**src/rtl/button_step_if.sv**
```systemverilog
// button_step_if: button inputs and step-pulse outputs of the oven timer front end
interface button_step_if;
  logic button1, button2, toggle_set, inc_pulse, dec_pulse, held;
  modport master(output button1, button2, toggle_set, input inc_pulse, dec_pulse, held);
  modport slave(input button1, button2, toggle_set, output inc_pulse, dec_pulse, held);
endinterface

```
**src/rtl/button_step_gen.sv**
```systemverilog
// button_step_gen: debounced active-low buttons to one-cycle step pulses with auto-repeat.
// ACCEL_EN: after 8 repeat pulses the repeat interval halves.
module button_step_gen #(
  parameter int DEBOUNCE_CYC  = 500000,
  parameter int REPEAT_DELAY  = 25000000,
  parameter int REPEAT_PERIOD = 10000000,
  parameter int CNT_W         = 31
) (
  input logic clk,
  input logic rst,
  button_step_if.slave bus
);
  typedef enum logic [2:0] {IDLE, FIRST, DELAY, REPEAT, LOCKOUT} state_t;
  state_t state;
  logic [1:0] s1, s2, db;
  logic [CNT_W-1:0] dcnt [2];
  logic [CNT_W-1:0] rcnt, period_m1;
  logic dir, p1, p2, rel, rep_hit;
  assign p1 = !db[0];
  assign p2 = !db[1];
  assign rel = dir ? db[0] : db[1];
  assign rep_hit = (state == DELAY) ? rcnt == CNT_W'(REPEAT_DELAY - 1)
                                    : (state == REPEAT && rcnt == period_m1);
`ifdef ACCEL_EN
  logic [3:0] acnt;
  assign period_m1 = (acnt >= 4'd8) ? CNT_W'(REPEAT_PERIOD / 2 - 1) : CNT_W'(REPEAT_PERIOD - 1);
  always_ff @(posedge clk)
    acnt <= (rst || !(state == DELAY || state == REPEAT)) ? '0
          : (rep_hit && !rel && !bus.toggle_set && acnt != 4'hf) ? acnt + 1'b1 : acnt;
`else
  assign period_m1 = CNT_W'(REPEAT_PERIOD - 1);
`endif
  always_ff @(posedge clk)
    if (rst) begin
      s1 <= 2'b11;
      s2 <= 2'b11;
    end else begin
      s1 <= {bus.button2, bus.button1};
      s2 <= s1;
    end
  // counter tracks consecutive cycles the synchronised level disagrees with the debounced one
  always_ff @(posedge clk)
    for (int i = 0; i < 2; i++)
      if (rst) begin
        dcnt[i] <= '0;
        db[i]   <= 1'b1;
      end else if (s2[i] == db[i]) dcnt[i] <= '0;
      else if (dcnt[i] == CNT_W'(DEBOUNCE_CYC - 1)) begin
        db[i]   <= s2[i];
        dcnt[i] <= '0;
      end else dcnt[i] <= dcnt[i] + 1'b1;
  always_ff @(posedge clk)
    if (rst) begin
      state         <= IDLE;
      dir           <= 1'b0;
      rcnt          <= '0;
      bus.inc_pulse <= 1'b0;
      bus.dec_pulse <= 1'b0;
      bus.held      <= 1'b0;
    end else begin
      bus.inc_pulse <= 1'b0;
      bus.dec_pulse <= 1'b0;
      if (state != IDLE && bus.toggle_set) begin
        state    <= LOCKOUT;
        bus.held <= 1'b1;
      end else
        case (state)
          IDLE: if (!bus.toggle_set && (p1 || p2)) begin
            state         <= FIRST;
            dir           <= p1;
            rcnt          <= '0;
            bus.inc_pulse <= p1;
            bus.dec_pulse <= !p1;
            bus.held      <= 1'b1;
          end
          FIRST: begin
            state <= DELAY;
            rcnt  <= rcnt + 1'b1;
          end
          DELAY, REPEAT: if (rel) begin
            state    <= IDLE;
            bus.held <= 1'b0;
          end else if (rep_hit) begin
            state         <= REPEAT;
            rcnt          <= '0;
            bus.inc_pulse <= dir;
            bus.dec_pulse <= !dir;
          end else rcnt <= rcnt + 1'b1;
          LOCKOUT: if (!bus.toggle_set && !p1 && !p2) begin
            state    <= IDLE;
            bus.held <= 1'b0;
          end
          default: state <= IDLE;
        endcase
    end
endmodule
```
**src/flat_wrapper.sv**
```systemverilog
// flat-port wrapper written by rule: the top's interface ports become plain ports
module button_step_gen_flat 
#(
  parameter int DEBOUNCE_CYC  = 500000,
  parameter int REPEAT_DELAY  = 25000000,
  parameter int REPEAT_PERIOD = 10000000,
  parameter int CNT_W         = 31
)
  (clk, rst, bus_button1, bus_button2, bus_toggle_set, bus_inc_pulse, bus_dec_pulse, bus_held);
  button_step_if bus_i ();
  input logic clk;
  input logic rst;
  input wire logic [$bits(bus_i.button1)-1:0] bus_button1;
  input wire logic [$bits(bus_i.button2)-1:0] bus_button2;
  input wire logic [$bits(bus_i.toggle_set)-1:0] bus_toggle_set;
  output wire logic [$bits(bus_i.inc_pulse)-1:0] bus_inc_pulse;
  output wire logic [$bits(bus_i.dec_pulse)-1:0] bus_dec_pulse;
  output wire logic [$bits(bus_i.held)-1:0] bus_held;
  assign bus_i.button1 = bus_button1;
  assign bus_i.button2 = bus_button2;
  assign bus_i.toggle_set = bus_toggle_set;
  assign bus_inc_pulse = bus_i.inc_pulse;
  assign bus_dec_pulse = bus_i.dec_pulse;
  assign bus_held = bus_i.held;
  button_step_gen #(.DEBOUNCE_CYC(DEBOUNCE_CYC), .REPEAT_DELAY(REPEAT_DELAY), .REPEAT_PERIOD(REPEAT_PERIOD), .CNT_W(CNT_W)) u_core (.clk(clk), .rst(rst), .bus(bus_i));
endmodule
```
**config.mk**
```make
export PLATFORM = sky130hd
export DESIGN_NAME = button_step_gen_flat
export DESIGN_NICKNAME = d
export VERILOG_FILES = /design/src/rtl/button_step_if.sv /design/src/rtl/button_step_gen.sv /design/src/flat_wrapper.sv
export SDC_FILE = /design/constraint.sdc
export NUM_CORES = 1
export LEC_CHECK = 0
export CAP_MARGIN = 0
export CORE_MARGIN = 5
export CORE_UTILIZATION = 60
export DETAILED_ROUTE_END_ITERATION = 10
export HOLD_SLACK_MARGIN = 0.12
export PLACE_DENSITY = 0.73
export REMOVE_ABC_BUFFERS = 1
export SKIP_LAST_GASP = 1
export SYNTH_ARGS = -nofsm -noshare
export SYNTH_HDL_FRONTEND = slang
export SYNTH_SLANG_ARGS = --single-unit
export TNS_END_PERCENT = 50
```
**constraint.sdc**
```tcl
create_clock -name clk -period 3 [get_ports clk]
set_input_delay 0.6 -clock clk [delete_from_list [all_inputs] [get_ports clk]]
set_output_delay 0.6 -clock clk [all_outputs]
set_load 0.005 [all_outputs]
```
Yosys cells after proc, flatten, opt, wreduce, memory -nomap -nowiden
Memory sizes are Yosys's and may differ from the RTL's.
Cells that the tools add are included.

operators by class
  add/sub/neg operators = 3
  $mul = 0
  divide/modulo/power cells = 0
  order comparisons = 0
  equal/unequal tests = 18
  shift operators = 0
  mux-type cells = 55
  bitwise gates (word level) = 9
  reductions and logical operators = 23

operators by type and width
  operator               count
  $mux 31                9
  $add 31x1->31 const B  3
  $pmux 31 s3            1
  $eq 31x19->1 const B   2
  $mux 1                 36
  $eq 31x24->1 const B   1
  $eq 31x25->1 const B   1
  $mux 3                 5
  $ne 3x1->1 const B     4
  $pmux 3 s4             1
  $reduce_and 3->1       3
  $reduce_and 4->1       2
  $eq 3x2->1 const B     2
  $or 1x1->1             6
  $reduce_bool 3->1      2
  $logic_and 1x1->1      5
  $logic_not 1->1        4
  $ne 2x1->1 const B     2
  $ne 4x1->1 const B     1
  $pmux 1 s2             2
  $reduce_and 2->1       2
  $reduce_bool 4->1      1
  $reduce_or 2->1        2
  $eq 3x1->1 const B     1
  other kinds (7)        10

storage, ports and cells
  bits in registers = 44
  latch bits = 0
  RAM bits = 62
  memory bits (read-only) = 0
  input port bits = 5
  output and inout bits = 3
  logic and storage cells = 120
  memories kept = 1

memories
  memory       words  bits a word  read ports  clocked after Yosys merged registers in  write ports  line                   source
  u_core.dcnt  2      31           2           0                                        2            button_step_gen.sv:16  logic [CNT_W-1:0] dcnt [2];

Logic depth before layout (Yosys ltp)
Gate-level depths: netlist of the first run.
An unclocked memory read counts as a cell.

  depth in word-level cells = 8
  mapped depth = 7
  mapped depth without buffers = 6

Worst setup path before layout of the first run
OpenSTA, ideal clock, no wires.

  path type = input-to-reg
  start = input bus_toggle_set
  end = register u_core.rcnt[7]
  library setup time = 0.117 ns
  arrival time = 2.042 ns
  required time = 2.883 ns
  slack = 0.840 ns
  cell stages on the path = 6
  path buffers = 2
  path through = buf_2 -> a311o_1 -> nor4_1 -> a311o_1 -> buf_2 -> nor2_1

between the ends
  longest elaborated chain between the ends = 4
  elaborated cells between the ends (all ways) = 6
  those cells by class = eq/ne (1); bitwise (1); reduce/logical (4)

RTL lines
  element                       line                   source
  start, declared               flat_wrapper.sv:15     input wire logic [$bits(bus_i.toggle_set)-1:0] bus_toggle_set;
  $logic_not 1->1               button_step_gen.sv:68  IDLE: if (!bus.toggle_set && (p1 || p2)) begin
  $logic_and 1x1->1             button_step_gen.sv:68
  $ne 2x1->1 (no line)          n/a
  $reduce_and 4->1 (no line) *  n/a
  end signal, assigned          button_step_gen.sv:78  rcnt <= rcnt + 1'b1;
  end signal, assigned          button_step_gen.sv:88  end else rcnt <= rcnt + 1'b1;
  end, declared                 button_step_gen.sv:17  logic [CNT_W-1:0] rcnt, period_m1;

Mark *: on every way between the ends. The rest lies on a longest branch, timed or not.
A chain may end at the register's enable or synchronous reset.

Worst setup path in the final report of the first run
  start = input bus_toggle_set
  end = register u_core.rcnt[28]

Same word-level chain as after synthesis.

==> results of run 1 <==
## worst paths after layout
| path | endpoint | slack (ns) | from |
|---|---|---|---|
| setup / recovery | u_core.rcnt[28]$_SDFFE_PP0P_ | 0.55 | bus_toggle_set |
| hold reg to reg | u_core.s2[0]$_SDFF_PP1_ | 0.43 | u_core.s1[0]$_SDFF_PP1_ |
| hold / removal | u_core.s2[0]$_SDFF_PP1_ | 0.43 | u_core.s1[0]$_SDFF_PP1_ |
| setup reg to reg | u_core.dcnt[1][19]$_SDFFCE_PN0P_ | 0.68 | u_core.dcnt[1][21]$_SDFFCE_PN0P_ |
## placed cells by master (no fill, tap or decap), types with 3 or more instances in the layout
master and n:
inv_1 11, conb_1 62, nor4bb_1 3, xnor2_1 59, nand3_1 38, or3_1 10
nor2_1 102, buf_4 7, nand4_1 29, nor3_1 17, nor2b_1 6, o21ai_0 13
and3_1 12, clkbuf_8 9, dfxtp_1 44, nor4_1 44, a21oi_1 14, clkdlybuf4s50_1 7
nand2_1 41, inv_8 3, and2_1 5, or2_2 6, nor4b_1 8, and4_1 15
xor2_1 21, or4_1 3, ha_1 3, edfxtp_1 62
## per-stage QoR
stage | instance area, sq um | worst slack, ns | total power [W]
2_1_floorplan | 5880 | 0.388 | 0.00171
3_3_place_gp | 6160 | 0.309 | 0.00175
3_5_place_dp | 6160 | 0.230 | 0.00175
4_1_cts | 6400 | 0.608 | 0.00275
5_1_grt | 6400 | 0.411 | 0.00284
6_report | 6400 | 0.548 | 0.00272
## routing by layer
metal,up-vias,part of all wire (%),global-route usage [%]
li1,2326,-,-
met1,2196,46,27.2
met2,94,48,34.9
met3,18,3.8,3.22
met4,0,2.0,7.75
met5,-,0,0
## sequential cells by signal (all words and copies together), names as in the netlist
register and count:
u_core.dcnt 62, u_core.rcnt 31, u_core.state 3, u_core.db 2, u_core.s1 2, u_core.s2 2, u_core.bus.dec_pulse 1, u_core.bus.held 1
u_core.bus.inc_pulse 1, u_core.dir 1
## worst max-delay path: stages
cell and delay (ns):
clkdlybuf4s50_1 0.57, a311o_1 0.42, buf_4 0.22, nor4_1 0.60
nand4b_1 0.17, a21oi_1 0.16
## cell families after synthesis
| kind of cell | after synthesis | share of synthesized area (%) |
|---|---|---|
| and+or+nand+nor | 346 | 31.5 |
| DFF | 106 | 47.3 |
| xor gates and xnor gates | 80 | 12.1 |
| AOI/OAI and AO/OA | 45 | 4.92 |
| buffers and inverters | 44 | 3.34 |
| adders and majority gates | 3 | 0.647 |
| other | 1 | 0.0646 |
| muxes | 1 | 0.194 |
## layout make-up
class	instances	area share, %
timing repair buffer	14	1.92
inverter	11	0.645
multi-input combinational	537	48.4
clock inverter	7	1.72
sequential	106	42.9
clock buffer	9	1.94
tap	129	2.52
## power groups by stage
stage	Clock [W]	Sequential, W	Combinational, W
after floorplan	0	0.00164	0.0000728
after global placement	0	0.00165	0.0000974
after detailed placement	0	0.00165	0.0000987
after CTS	0.00104	0.00162	0.0000999
after global routing	0.00110	0.00163	0.000116
final	0.00100	0.00162	0.000102
==> results by group, run 1 <==
Status
  – Status: complete, no violations

Synthesis
  – Synth area leader: edfxtp_1
  – Warnings, synthesis: 0
  – Top cells by count, synth: 102 x nor2_1, 62 x edfxtp_1, 59 x xnor2_1
  – Yosys cell types: 49
  – Post-synth EDFFs: 62
  – Top-count cell post-synth: nor2_1
  – Top post-synthesis cells by area: edfxtp_1 32%, dfxtp_1 15%, xnor2_1 8.9%
  – Avg Cell Area, Syn: 9.27 sq um
  – Netlist Area Pre-Place: 5800 sq um
  – Syn Inst Count: roughly 630
  – Asr flop ratio synth: 0%
  – Flops & latches, synth: 106
  – Top-area cell type share of the netlist area: 32.1%
  – Register area share after synthesis: 47.3%
  – Synth Flop Type: edfxtp_1

Flow run
  – Max-cap violations: 0

Clock network
  – Number of buffers created by CTS: 9
  – Worst-path clk slew: 0.11 ns
  – CTS Root Buffer Type: clkbuf_8
  – H-tree depth: 3
  – Worst-skew pair later-pin latency: 0.37 ns
  – TritonCTS clock tree: done
  – Hold buffer count at cts: 0
  – CTS sink count: 106
  – Post-CTS sizing: 0
  – CTS Buffer Depth: 2
  – Total setup buffers inserted after CTS: 0

Die
  – Die Ht: ~110 um
  – Core area: 9330 sq um
  – I/O pin cnt: 8
  – Initial core utilization: 62.2%
  – Die area: 11700 sq um
  – Die Wd: 108 um
  – Row cnt: 35

Global route
  – Vias in the first global route: between 4000 and 5000
  – First-pass GRT wire length: 19.8 mm
  – Pin count of the biggest net entering global routing: 32
  – GRT Total Usage: 20.8%
  – Initial antenna violation count: 0
  – GRT overflow: 0

Detailed routing
  – Vias: between 4000 and 5000
  – DRT antenna net count: 0
  – Drt pass-1 iters: 5
  – Routed vias/inst: 5.70
  – DR WL/cell: 14.0 um
  – DRC: 0
  – Drt initial violations: 295
  – Total Wirelength: between 10 and 15 mm

Critical path
  – Required @ worst endpoint: 3.30 ns
  – Worst setup EP type: register
  – Crit-path max FO: 21
  – Worst EP arrival: 2.75 ns
  – Number of cells on the worst reg-to-reg path: 6
  – Critical Setup Path Class: primary input to register
  – Setup crit start kind: primary input

STA
  – Setup TNS: 0 ns
  – Rel. slew slack: a little under three fifths
  – Crit path time final: approximately 2.5 ns
  – Unrepaired setup endpoints after global routing: false
  – Highest clock rate: 0.408 GHz
  – Hold Violations, Final: 0
  – Hold Slack: 0.428 ns
  – Max-slew violation count: 0
  – Setup violators final: 0
  – Slew @ Worst Pin: around 0.63 ns
  – Skew final: ~0.016 ns
  – Final worst path period share: between 80% and 90%

Hold path
  – HP Class: register to register
  – Hold path cells: 1

Pwr
  – Pwr/cell area: 426 nW/um^2
  – Switching Share: 22.7%
  – Switch Pwr: 0.000619 W
  – Clock power frac: 36.8%
  – Static Leak: 2.01 nW
  – Comb pwr share: 3.8%
  – Sequential Power Share: 59.4%
  – Internal Power: 0.00211 W
  – Max IR drop VDD: 0.000315 V

Final layout
  – Area Overhead vs Synth: 10.2%
  – Layout cells sized above 1: a little under 5%
  – Final Core Density: 68.6%
  – Final Non-Filler Cells: a little over 800
  – FF/Latch Area: about 2700 sq um
  – Multi-input gate area: 3100 sq um
  – Final nets: 687
  – # diodes: 0
  – Fillers: 764

Place
  – Post-detail-place hpwl: between 8 and 9 mm
  – Gpl congestion: 0.874
  – Port-buffer cells: 7
  – Post-Place Cells: 797
(Power assumes the default switching activity.)
==> run 2: changes to the inputs <==
==> constraint.sdc (replaced) <==
create_clock -name clk -period 2.4 [get_ports clk]
set_input_delay 0.48 -clock clk [delete_from_list [all_inputs] [get_ports clk]]
set_output_delay 0.48 -clock clk [all_outputs]
set_load 0.005 [all_outputs]
==> results by group, run 2 (synthesis gave the netlist of run 1 again) <==
Status
  – Status: complete, no violations (unchanged)

Hold path
  – HP Class: register to register (unchanged)

Global route
  – First-pass GRT wire length: 20.7 mm (was 19.8 mm)
  – GRT Total Usage: 21.9% (was 20.8%)
  – GRT overflow: 0 (unchanged)
  – Pin count of the biggest net entering global routing: 32 (unchanged)
  – Vias in the first global route: 4556 (was 4334)
  – Initial antenna violation count: 0 (unchanged)

Final layout
  – Multi-input gate area: 3100 sq um (unchanged)
  – Fillers: 766 (was 764)
  – Most flops, register: u_core.dcnt (unchanged)
  – Commonest cells after routing, fill and taps aside: 102 x nor2_1, 62 x edfxtp_1, 62 x conb_1 (unchanged)
  – FF/Latch Area: 2740 sq um (unchanged)
  – # diodes: 0 (unchanged)
  – Post-route cell area: 6450 sq um (was 6400 sq um)
  – Area Overhead vs Synth: 11.1% (was 10.2%)
  – Max FFs per register: 62 (unchanged)
  – Final nets: 693 (was 687)
  – Most common cell after layout, fill and taps aside: nor2_1 (unchanged)
  – Layout cells sized above 1: 5.51% (was 4.82%)
  – Final Non-Filler Cells: 819 (was 813)
  – Biggest regs: u_core.dcnt (62), u_core.rcnt (31), u_core.state (3) (unchanged)

Critical path
  – Crit-path max FO: 31 (was 21)
  – Reg2reg start: u_core.dcnt[1][21]$_SDFFCE_PN0P_ (unchanged)
  – Number of cells on the worst reg-to-reg path: 6 (unchanged)
  – Setup crit start kind: register (was primary input)
  – CP max-delay cell: edfxtp_1 (was nor4_1)
  – Critical Path Max Stage Delay: 0.49 ns (was 0.60 ns)
  – CP endpoint: u_core.dcnt[1][14]$_SDFFCE_PN0P_ (was u_core.rcnt[28]$_SDFFE_PP0P_)
  – Worst EP arrival: 2.32 ns (was 2.75 ns)
  – Cell repeated most along the worst path: nor4_1
  – End of the worst register-to-register path: u_core.dcnt[1][14]$_SDFFCE_PN0P_ (was u_core.dcnt[1][19]$_SDFFCE_PN0P_)
  – CP Cell Sequence: nor4_1 > nand4_1 > nor4_1 > or3_1 > buf_12 > nor2_1 (was clkdlybuf4s50_1 > a311o_1 > buf_4 > nor4_1 > nand4b_1 > a21oi_1)
  – Flop2flop setup slack: 0.20 ns (was 0.68 ns)
  – CP Launch Point: u_core.dcnt[1][21]$_SDFFCE_PN0P_ (was bus_toggle_set)
  – Critical Setup Path Class: register to register (was primary input to register)
  – Worst setup EP type: register (unchanged)
  – Required @ worst endpoint: 2.52 ns (was 3.30 ns)

Pwr
  – Clock power frac: 33.9% (was 36.8%)
  – Tot Pwr: 0.00327 W (was 0.00272 W)
  – Switch Pwr: 0.000725 W (was 0.000619 W)
  – Static Leak: 2.04 nW (was 2.01 nW)
  – Switching Share: 22.2% (was 22.7%)
  – Pwr/cell area: 507 nW/um^2 (was 426 nW/um^2)
  – Sequential Power Share: 61.9% (was 59.4%)
  – Internal Power: 0.00255 W (was 0.00211 W)
  – Max IR drop VDD: 0.000358 V (was 0.000315 V)
  – Comb pwr share: 4.2% (was 3.8%)

STA
  – Max-slew violation count: 0 (unchanged)
  – Setup violators final: 0 (unchanged)
  – Unrepaired setup endpoints after global routing: false (unchanged)
  – Skew final: 0.0111 ns (was 0.0163 ns)
  – Crit path time final: 2.20 ns
  – Rel. slew slack: 61.1% (was 57.4%)
  – Slew @ Worst Pin: 0.578 ns (was 0.633 ns)
  – Final worst path period share: 91.8%
  – Highest clock rate: 0.454 GHz
  – Hold Violations, Final: 0 (unchanged)

Clock network
  – CTS Root Buffer Type: clkbuf_8 (unchanged)
  – CTS sink count: 106 (unchanged)
  – Number of buffers created by CTS: 9 (unchanged)
  – Hold buffer count at cts: 0 (unchanged)
  – TritonCTS clock tree: done (unchanged)
  – CTS Buffer Depth: 2 (unchanged)
  – H-tree depth: 3 (unchanged)
  – Total setup buffers inserted after CTS: 0 (unchanged)
  – Worst-path clk slew: 0.10 ns (was 0.11 ns)
  – Worst-skew pair later-pin latency: 0.37 ns (about the same)
  – Post-CTS sizing: 0 (unchanged)

Place
  – Port-buffer cells: 7 (unchanged)
  – Post-placement cell area: 6250 sq um (was 6160 sq um)
  – Gpl congestion: 0.872 (was 0.874)
  – Post-Place Cells: 803 (was 797)
  – Post-detail-place hpwl: 8.50 mm (was 8.27 mm)

Detailed routing
  – Vias: 4673 (was 4634)
  – Total Wirelength: 11.8 mm (was 11.4 mm)
  – Routed vias/inst: 5.71 (was 5.70)
  – DRT antenna net count: 0 (unchanged)
  – DR WL/cell: 14.4 um (was 14.0 um)
  – Drt initial violations: 287 (was 295)
  – Drt pass-1 iters: 7 (was 5)
  – DRC: 0 (unchanged)

Die
  – I/O pin cnt: 8 (unchanged)
  – Core area: 9330 sq um (unchanged)
  – Initial core utilization: 62.2% (unchanged)
  – Die Ht: 108 um (unchanged)
  – Die Wd: 108 um (unchanged)
  – Die area: 11700 sq um (unchanged)
  – Row cnt: 35 (unchanged)

Flow run
  – Max-cap violations: 0 (unchanged)
-- run 2: worst min-delay path by stage --
stage                                       start                       to  slack, ns  cells after the start
after floorplan           u_core.s1[0]$_SDFF_PP1_  u_core.s2[0]$_SDFF_PP1_       0.39                      1
after global placement    u_core.s1[1]$_SDFF_PP1_  u_core.s2[1]$_SDFF_PP1_       0.40                      1
after detailed placement  u_core.s1[1]$_SDFF_PP1_  u_core.s2[1]$_SDFF_PP1_       0.40                      1
after CTS                 u_core.s1[1]$_SDFF_PP1_  u_core.s2[1]$_SDFF_PP1_       0.42                      1
after global routing      u_core.s1[1]$_SDFF_PP1_  u_core.s2[1]$_SDFF_PP1_       0.45                      1
final                     u_core.s1[1]$_SDFF_PP1_  u_core.s2[1]$_SDFF_PP1_       0.42                      1
-- run 2: routing by layer --
metal	part of all wire [%]	global-route usage, %	vias to the layer above
li1	-	-	2351
met1	44	27.2	2179
met2	50	38.1	122
met3	4.2	4.12	21
met4	1.7	7.75	0
met5	0	0	-
-- run 2: final cells by class --
class | count | area share (%)
clock inverters | 5 | 0.951
multi-input cells | 537 | 48.0
repair buffers | 20 | 3.18
inverters | 11 | 0.640
clock buffers | 11 | 2.19
flip-flops and latches | 106 | 42.5
well taps | 129 | 2.50
-- run 2: power by group through the flow --
stage | logic (W) | clock network [W] | registers, W
final | 0.000139 | 0.00111 | 0.00202
after global routing | 0.000158 | 0.00123 | 0.00203
after CTS | 0.000136 | 0.00115 | 0.00202
after detailed placement | 0.000135 | 0 | 0.00206
after global placement | 0.000132 | 0 | 0.00206
after floorplan | 0.0000910 | 0 | 0.00205
-- run 2: critical path, delay by kind of cell, from the launching register on --
kind                   cells  cell delay [ns]
DFF                        1             0.49
buffers and inverters      1             0.19
and+or+nand+nor            5             1.27
-- run 2: per-stage QoR --
step	setup slack, ns	setup TNS [ns]	hold WS [ns]	utilization [%]
final	0.197	0	0.421	69.1
after floorplan	-0.0918	-2.57	0.389	-
after global placement	0.0811	0	0.403	67.0
after global routing	0.0422	0	0.450	69.1
after detailed placement	0.0150	0	0.403	67.0
after CTS	0.163	0	0.423	69.1
==> run 3: changes to the inputs <==
==> constraint.sdc (replaced) <==
create_clock -name clk -period 2.4 [get_ports clk]
set_input_delay 0.48 -clock clk [delete_from_list [all_inputs] [get_ports clk]]
set_output_delay 0.48 -clock clk [all_outputs]
set_load 0.05 [all_outputs]
==> results of run 3 <==
The final DEF is identical to that of run 2; final timing and power are the same.
